File: src/rtl/traffic_light_sequencer.sv
// traffic_light_sequencer: tick-timed Moore sequencer for a two-way intersection (green/yellow/all-red, walk, flash, emergency).
// Latency: outputs decode the state register; a tick or mode change shows on the outputs one clk later.
// Backpressure: none; tick and currentMode are sampled every clk. Optional night flash built with `define TL_NIGHT_FLASH_EN.
module traffic_light_sequencer #(
    parameter int GREEN_TICKS  = 8,
    parameter int YELLOW_TICKS = 3,
    parameter int ALLRED_TICKS = 1,
    parameter int WALK_TICKS   = 5,
    parameter int CNT_W        = 4
) (
    input  logic       clk,
    input  logic       rst,
    input  logic       tick,
    input  logic [1:0] currentMode,
    output logic [2:0] nsLights,
    output logic [2:0] ewLights,
    output logic       walk,
    output logic [3:0] phase
);

    // Mode codes after priority resolution
    localparam logic [1:0] M_DAY   = 2'b00;
    localparam logic [1:0] M_NIGHT = 2'b01;
    localparam logic [1:0] M_PED   = 2'b10;
    localparam logic [1:0] M_EMG   = 2'b11;

    // Lamp patterns {red, yellow, green}
    localparam logic [2:0] L_RED = 3'b100;
    localparam logic [2:0] L_YEL = 3'b010;
    localparam logic [2:0] L_GRN = 3'b001;
    localparam logic [2:0] L_OFF = 3'b000;

    // Counter reload values (duration - 1)
    localparam logic [CNT_W-1:0] LD_GREEN  = CNT_W'(GREEN_TICKS - 1);
    localparam logic [CNT_W-1:0] LD_YELLOW = CNT_W'(YELLOW_TICKS - 1);
    localparam logic [CNT_W-1:0] LD_ALLRED = CNT_W'(ALLRED_TICKS - 1);
    localparam logic [CNT_W-1:0] LD_WALK   = CNT_W'(WALK_TICKS - 1);

    // Which green follows the next all-red / walk phase
    localparam logic DIR_NS = 1'b0;
    localparam logic DIR_EW = 1'b1;

    typedef enum logic [3:0] {
        S_NSG   = 4'd0,
        S_NSY   = 4'd1,
        S_ARN   = 4'd2,
        S_EWG   = 4'd3,
        S_EWY   = 4'd4,
        S_ARE   = 4'd5,
        S_WALK  = 4'd6,
`ifdef TL_NIGHT_FLASH_EN
        S_FLASH = 4'd7,
`endif
        S_EMG   = 4'd8
    } state_t;

    state_t           state_q, state_d;
    logic [CNT_W-1:0] cnt_q, cnt_d;
    logic [CNT_W-1:0] ld_val;
    logic             nextdir_q, nextdir_d;
    logic             expire;
    logic [1:0]       mode_eff;

`ifdef TL_NIGHT_FLASH_EN
    logic             flash_on_q, flash_on_d;
    assign mode_eff = currentMode;
`else
    // Without the flash feature night mode behaves exactly like day mode
    assign mode_eff = (currentMode == M_NIGHT) ? M_DAY : currentMode;
`endif

    // The current phase has run its full length when a tick lands on cnt==0
    assign expire = tick && (cnt_q == '0);

    // State, counter and side registers; reset lands in all-red with NS next
    always_ff @(posedge clk or posedge rst) begin
        if (rst) begin
            state_q    <= S_ARE;
            cnt_q      <= LD_ALLRED;
            nextdir_q  <= DIR_NS;
`ifdef TL_NIGHT_FLASH_EN
            flash_on_q <= 1'b1;
`endif
        end else begin
            state_q    <= state_d;
            cnt_q      <= cnt_d;
            nextdir_q  <= nextdir_d;
`ifdef TL_NIGHT_FLASH_EN
            flash_on_q <= flash_on_d;
`endif
        end
    end

    // Next-state: expiry-driven sequencing plus clk-level preemption
    always_comb begin
        state_d   = state_q;
        nextdir_d = nextdir_q;
        case (state_q)
            S_NSG: begin
                // Pedestrian or emergency cuts green short; night never does
                if (mode_eff[1] || expire) state_d = S_NSY;
            end
            S_NSY: begin
                // Yellow always runs to completion
                if (expire) state_d = (mode_eff == M_EMG) ? S_EMG : S_ARN;
            end
            S_ARN: begin
                if (mode_eff == M_EMG) begin
                    state_d   = S_EMG;
                    nextdir_d = DIR_EW;
                end else if (expire) begin
                    nextdir_d = DIR_EW;
                    case (mode_eff)
                        M_PED:   state_d = S_WALK;
`ifdef TL_NIGHT_FLASH_EN
                        M_NIGHT: state_d = S_FLASH;
`endif
                        default: state_d = S_EWG;
                    endcase
                end
            end
            S_EWG: begin
                if (mode_eff[1] || expire) state_d = S_EWY;
            end
            S_EWY: begin
                if (expire) state_d = (mode_eff == M_EMG) ? S_EMG : S_ARE;
            end
            S_ARE: begin
                if (mode_eff == M_EMG) begin
                    state_d   = S_EMG;
                    nextdir_d = DIR_NS;
                end else if (expire) begin
                    nextdir_d = DIR_NS;
                    case (mode_eff)
                        M_PED:   state_d = S_WALK;
`ifdef TL_NIGHT_FLASH_EN
                        M_NIGHT: state_d = S_FLASH;
`endif
                        default: state_d = S_NSG;
                    endcase
                end
            end
            S_WALK: begin
                if (mode_eff == M_EMG) begin
                    state_d = S_EMG;
                end else if (expire) begin
                    state_d = (nextdir_q == DIR_EW) ? S_EWG : S_NSG;
                end
            end
`ifdef TL_NIGHT_FLASH_EN
            S_FLASH: begin
                if (mode_eff == M_EMG) begin
                    state_d = S_EMG;
                end else if (mode_eff != M_NIGHT) begin
                    state_d = S_ARE;
                end
            end
`endif
            S_EMG: begin
                // Leaving emergency always clears through all-red toward NS
                if (mode_eff != M_EMG) state_d = S_ARE;
            end
            default: begin
                state_d = S_ARE;
            end
        endcase
    end

    // Reload value for whichever state is being entered
    always_comb begin
        ld_val = '0;
        case (state_d)
            S_NSG, S_EWG: ld_val = LD_GREEN;
            S_NSY, S_EWY: ld_val = LD_YELLOW;
            S_ARN, S_ARE: ld_val = LD_ALLRED;
            S_WALK:       ld_val = LD_WALK;
            default:      ld_val = '0;
        endcase
    end

    // Counter: reload on entry (a coincident tick is dropped), else count ticks down
    always_comb begin
        cnt_d = cnt_q;
        if (state_d != state_q) begin
            cnt_d = ld_val;
        end else if (tick && (cnt_q != '0)) begin
            cnt_d = cnt_q - 1'b1;
        end
    end

`ifdef TL_NIGHT_FLASH_EN
    // Flash blinker: starts lit on FLASH entry, toggles each tick while flashing
    always_comb begin
        flash_on_d = flash_on_q;
        if ((state_d == S_FLASH) && (state_q != S_FLASH)) begin
            flash_on_d = 1'b1;
        end else if ((state_q == S_FLASH) && tick) begin
            flash_on_d = ~flash_on_q;
        end
    end
`endif

    // Lamp decode from registered state only, so outputs never glitch on inputs
    always_comb begin
        nsLights = L_RED;
        ewLights = L_RED;
        walk     = 1'b0;
        phase    = state_q;
        case (state_q)
            S_NSG: begin
                nsLights = L_GRN;
                ewLights = L_RED;
            end
            S_NSY: begin
                nsLights = L_YEL;
                ewLights = L_RED;
            end
            S_EWG: begin
                nsLights = L_RED;
                ewLights = L_GRN;
            end
            S_EWY: begin
                nsLights = L_RED;
                ewLights = L_YEL;
            end
            S_WALK: begin
                walk = 1'b1;
            end
`ifdef TL_NIGHT_FLASH_EN
            S_FLASH: begin
                nsLights = flash_on_q ? L_YEL : L_OFF;
                ewLights = flash_on_q ? L_RED : L_OFF;
            end
`endif
            default: begin
                nsLights = L_RED;
                ewLights = L_RED;
            end
        endcase
    end

endmodule

File: config.mk
export PLATFORM = sky130hd
export DESIGN_NAME = traffic_light_sequencer
export DESIGN_NICKNAME = d
export VERILOG_FILES = /design/src/rtl/traffic_light_sequencer.sv
export SDC_FILE = /design/constraint.sdc
export NUM_CORES = 1
export LEC_CHECK = 0
export CORE_ASPECT_RATIO = 0.7
export CORE_MARGIN = 2
export CORE_UTILIZATION = 50
export DETAILED_ROUTE_END_ITERATION = 6
export HOLD_SLACK_MARGIN = 0.08
export PLACE_DENSITY = 0.77
export SETUP_SLACK_MARGIN = 0.05
export SKIP_CTS_REPAIR_TIMING = 1
export SYNTH_ARGS = -nofsm -noshare
export SYNTH_HDL_FRONTEND = slang
export SYNTH_SLANG_ARGS = --single-unit
File: constraint.sdc
create_clock -name clk -period 3.7 [get_ports clk]
set_input_delay 0.74 -clock clk [delete_from_list [all_inputs] [get_ports clk]]
set_output_delay 0.74 -clock clk [all_outputs]
set_load 0.1 [all_outputs]
==> metrics.txt <==
CTS tree yes; clock slew at reported path FFs 0.06 ns; Slew headroom 56.3%; post-route ant nets 0; final layout net count around 130; status finished, final reports clean; largest net degree at the start of global routing 21; max-slew violations 0; Hold Crit Endpoint nextdir_q; Final setup violation count 0; Clk Latency, worst-skew pair around 0.25 ns; RD Place Congestion ~0.9; DR pass1 iterations 4; Post-Syn Nets 122; clock skew 0.00217 ns; Total Routing Usage GR between 20% and 30%; IO Count 16; CP max FO 12; Post-synth EDFFs 0; # diodes 0; syn_area_per_cell slightly below 9 sq um; worst min path class flop to flop; total core area about 1900 sq um; initial antenna violation count 0; Mapped Cells roughly 120; R2R Path End cnt_q[1]; share of layout cells above drive strength 1 between 20% and 30%; IO Port Bufs 15; Hold Slack about 0.57 ns; dpl cell area between 1000 and 1500 sq um; YS warnings 0; post-DR vias/cell around 6.1; Hold Crit Start nextdir_q; Netlist Area Pre-Place 1000 sq um; endpoint arrival time on the critical path 3.14 ns; reg2reg start cnt_q[0]; crit path kind input port to flop; Hold Crit Depth 2; final hold violation count 0; dpl ws 0.462 ns; Min Clock Period, post-route roughly 3.0 ns; die extent in x 57.4 um; row count 13; vias in the first global route between 700 and 800; R2R cell count 9; CP cell instances clkdlybuf4s50_1 -> nor4bb_4 -> or3_1 -> a21boi_1 -> a211o_1 -> xnor2_2 -> nor3_4 -> mux2i_1; die span in y ~41 um; RSZ-0062 raised after global routing false; first-pass GRT wire length roughly 3800 um; Seq cells post-synth 9; synth unique cells 43; Max Cap Viol 0; area of the die between 2000 and 2500 sq um; Area Overhead vs Synth 13.5%; Final WS setup approximately 0.73 ns; ys flop type dfrtp_1; DRC Markers 0; Post-synth ARST share 100%; Max Freq between 300 and 400 MHz; initial drt markers ~50; post-route design area about 1100 sq um; hpwl dp between 1500 and 2000 um; clk root buf clkbuf_4; Crit path required time 3.87 ns; WL final 2270 um; Starting Density 53.4%; CTS H-Tree Depth 1; crit end category flop; slew at the pin closest to its max-slew limit between 0.6 and 0.7 ns; DR vias 904; Remaining Overflow, GRT 0; Clock Tree Buf Depth 2; CTS Buf Count 3; critical path launch point type input port; Clock Sinks 9; Final Cycle Share around four fifths; CP max-delay cell nor4bb_4; post-synthesis sequential area ratio 22.8%; WL per Instance 15.3 um; r2r setup slk roughly 1.1 ns; Slowest Stage Delay on Critical Path between 0.6 and 0.7 ns
-- cell usage in the layout, fill, tap and decap left out, drive strengths merged, types with 4 or more instances in the layout --
master,count
o211ai,6
o21ai,6
a21oi,9
inv,9
dfrtp,7
nor3,4
mux2i,5
clkdlybuf4s50,4
nor2,12
buf,11
xnor2,6
nand2,8
clkbuf,4
-- how the worst max path moves through the flow --
stage	start	end	slack (ns)	cells past startpoint
after CTS	tick	cnt_q[1]	0.72	8
after floorplan	phase[3]	nsLights[0]	-0.35	3
after detailed placement	tick	cnt_q[1]	0.46	8
after global placement	tick	cnt_q[0]	0.56	8
after global routing	currentMode[1]	cnt_q[1]	0.54	8
final	tick	cnt_q[1]	0.73	8
-- Yosys cell counts, types with 3 or more instances --
master | n | share of area (%)
nor2_1 | 12 | 4.5
a21oi_1 | 9 | 4.5
inv_1 | 8 | 3.0
nand2_1 | 8 | 3.0
dfrtp_1 | 7 | 18
o211ai_1 | 6 | 4.5
o21ai_0 | 6 | 3.0
mux2i_1 | 5 | 5.0
buf_2 | 4 | 2.0
xnor2_1 | 4 | 3.5
buf_6 | 3 | 3.4
nor3_1 | 3 | 1.5
o31ai_1 | 3 | 2.3
-- registers in the layout, summed over array words and instances, names as in the netlist --
register,cells
nextdir_q,1
phase,4
cnt_q,4
-- kinds of logic (layout without fill, tap and decap cells) --
kind of cell    count (synthesis)  in the layout  synth area share [%]
xor+xnor                        6              6                  6.76
mux                             5              5                  5.01
compound gates                 36             36                  25.9
buf+inv                        17             28                  9.51
simple gates                   40             40                  27.5
flops                           9              9                  22.8
fa+ha+maj                       2              2                  2.50
-- metal layers --
metal	track usage, %	up-vias	share of wire, %
met5	0	-	0
met4	1.86	0	0
met3	5.30	0	7.4
met2	31.1	46	45
met1	30.3	410	47
li1	-	448	-
-- layout make-up --
cell class | instances | area [sq um]
Fill cell | 171 | 736
Multi-Input combinational cell | 89 | 697
Sequential cell | 9 | 228
Timing Repair Buffer | 15 | 123
Inverter | 9 | 33.8
Tap cell | 22 | 27.5
Clock buffer | 4 | 26.3
-- stage by stage --
stage,TNS [ns],cells,util (%)
global route,0,148,60.7
floorplan,-0.768,115,-
detailed placement,0,144,59.3
finish,0,148,60.7
global placement,0,144,59.3
CTS,0,148,60.7
-- critical path, delay by kind of cell --
family,cells,cell delay [ns]
AOI/OAI and AO/OA,2,0.39
xor gates and xnor gates,1,0.19
buffers and inverters,1,0.54
muxes,1,0.22
and+or+nand+nor,3,1.06
Power is not shown: default switching activity piles up to over one toggle a cycle in this logic, so the estimate is an artifact.
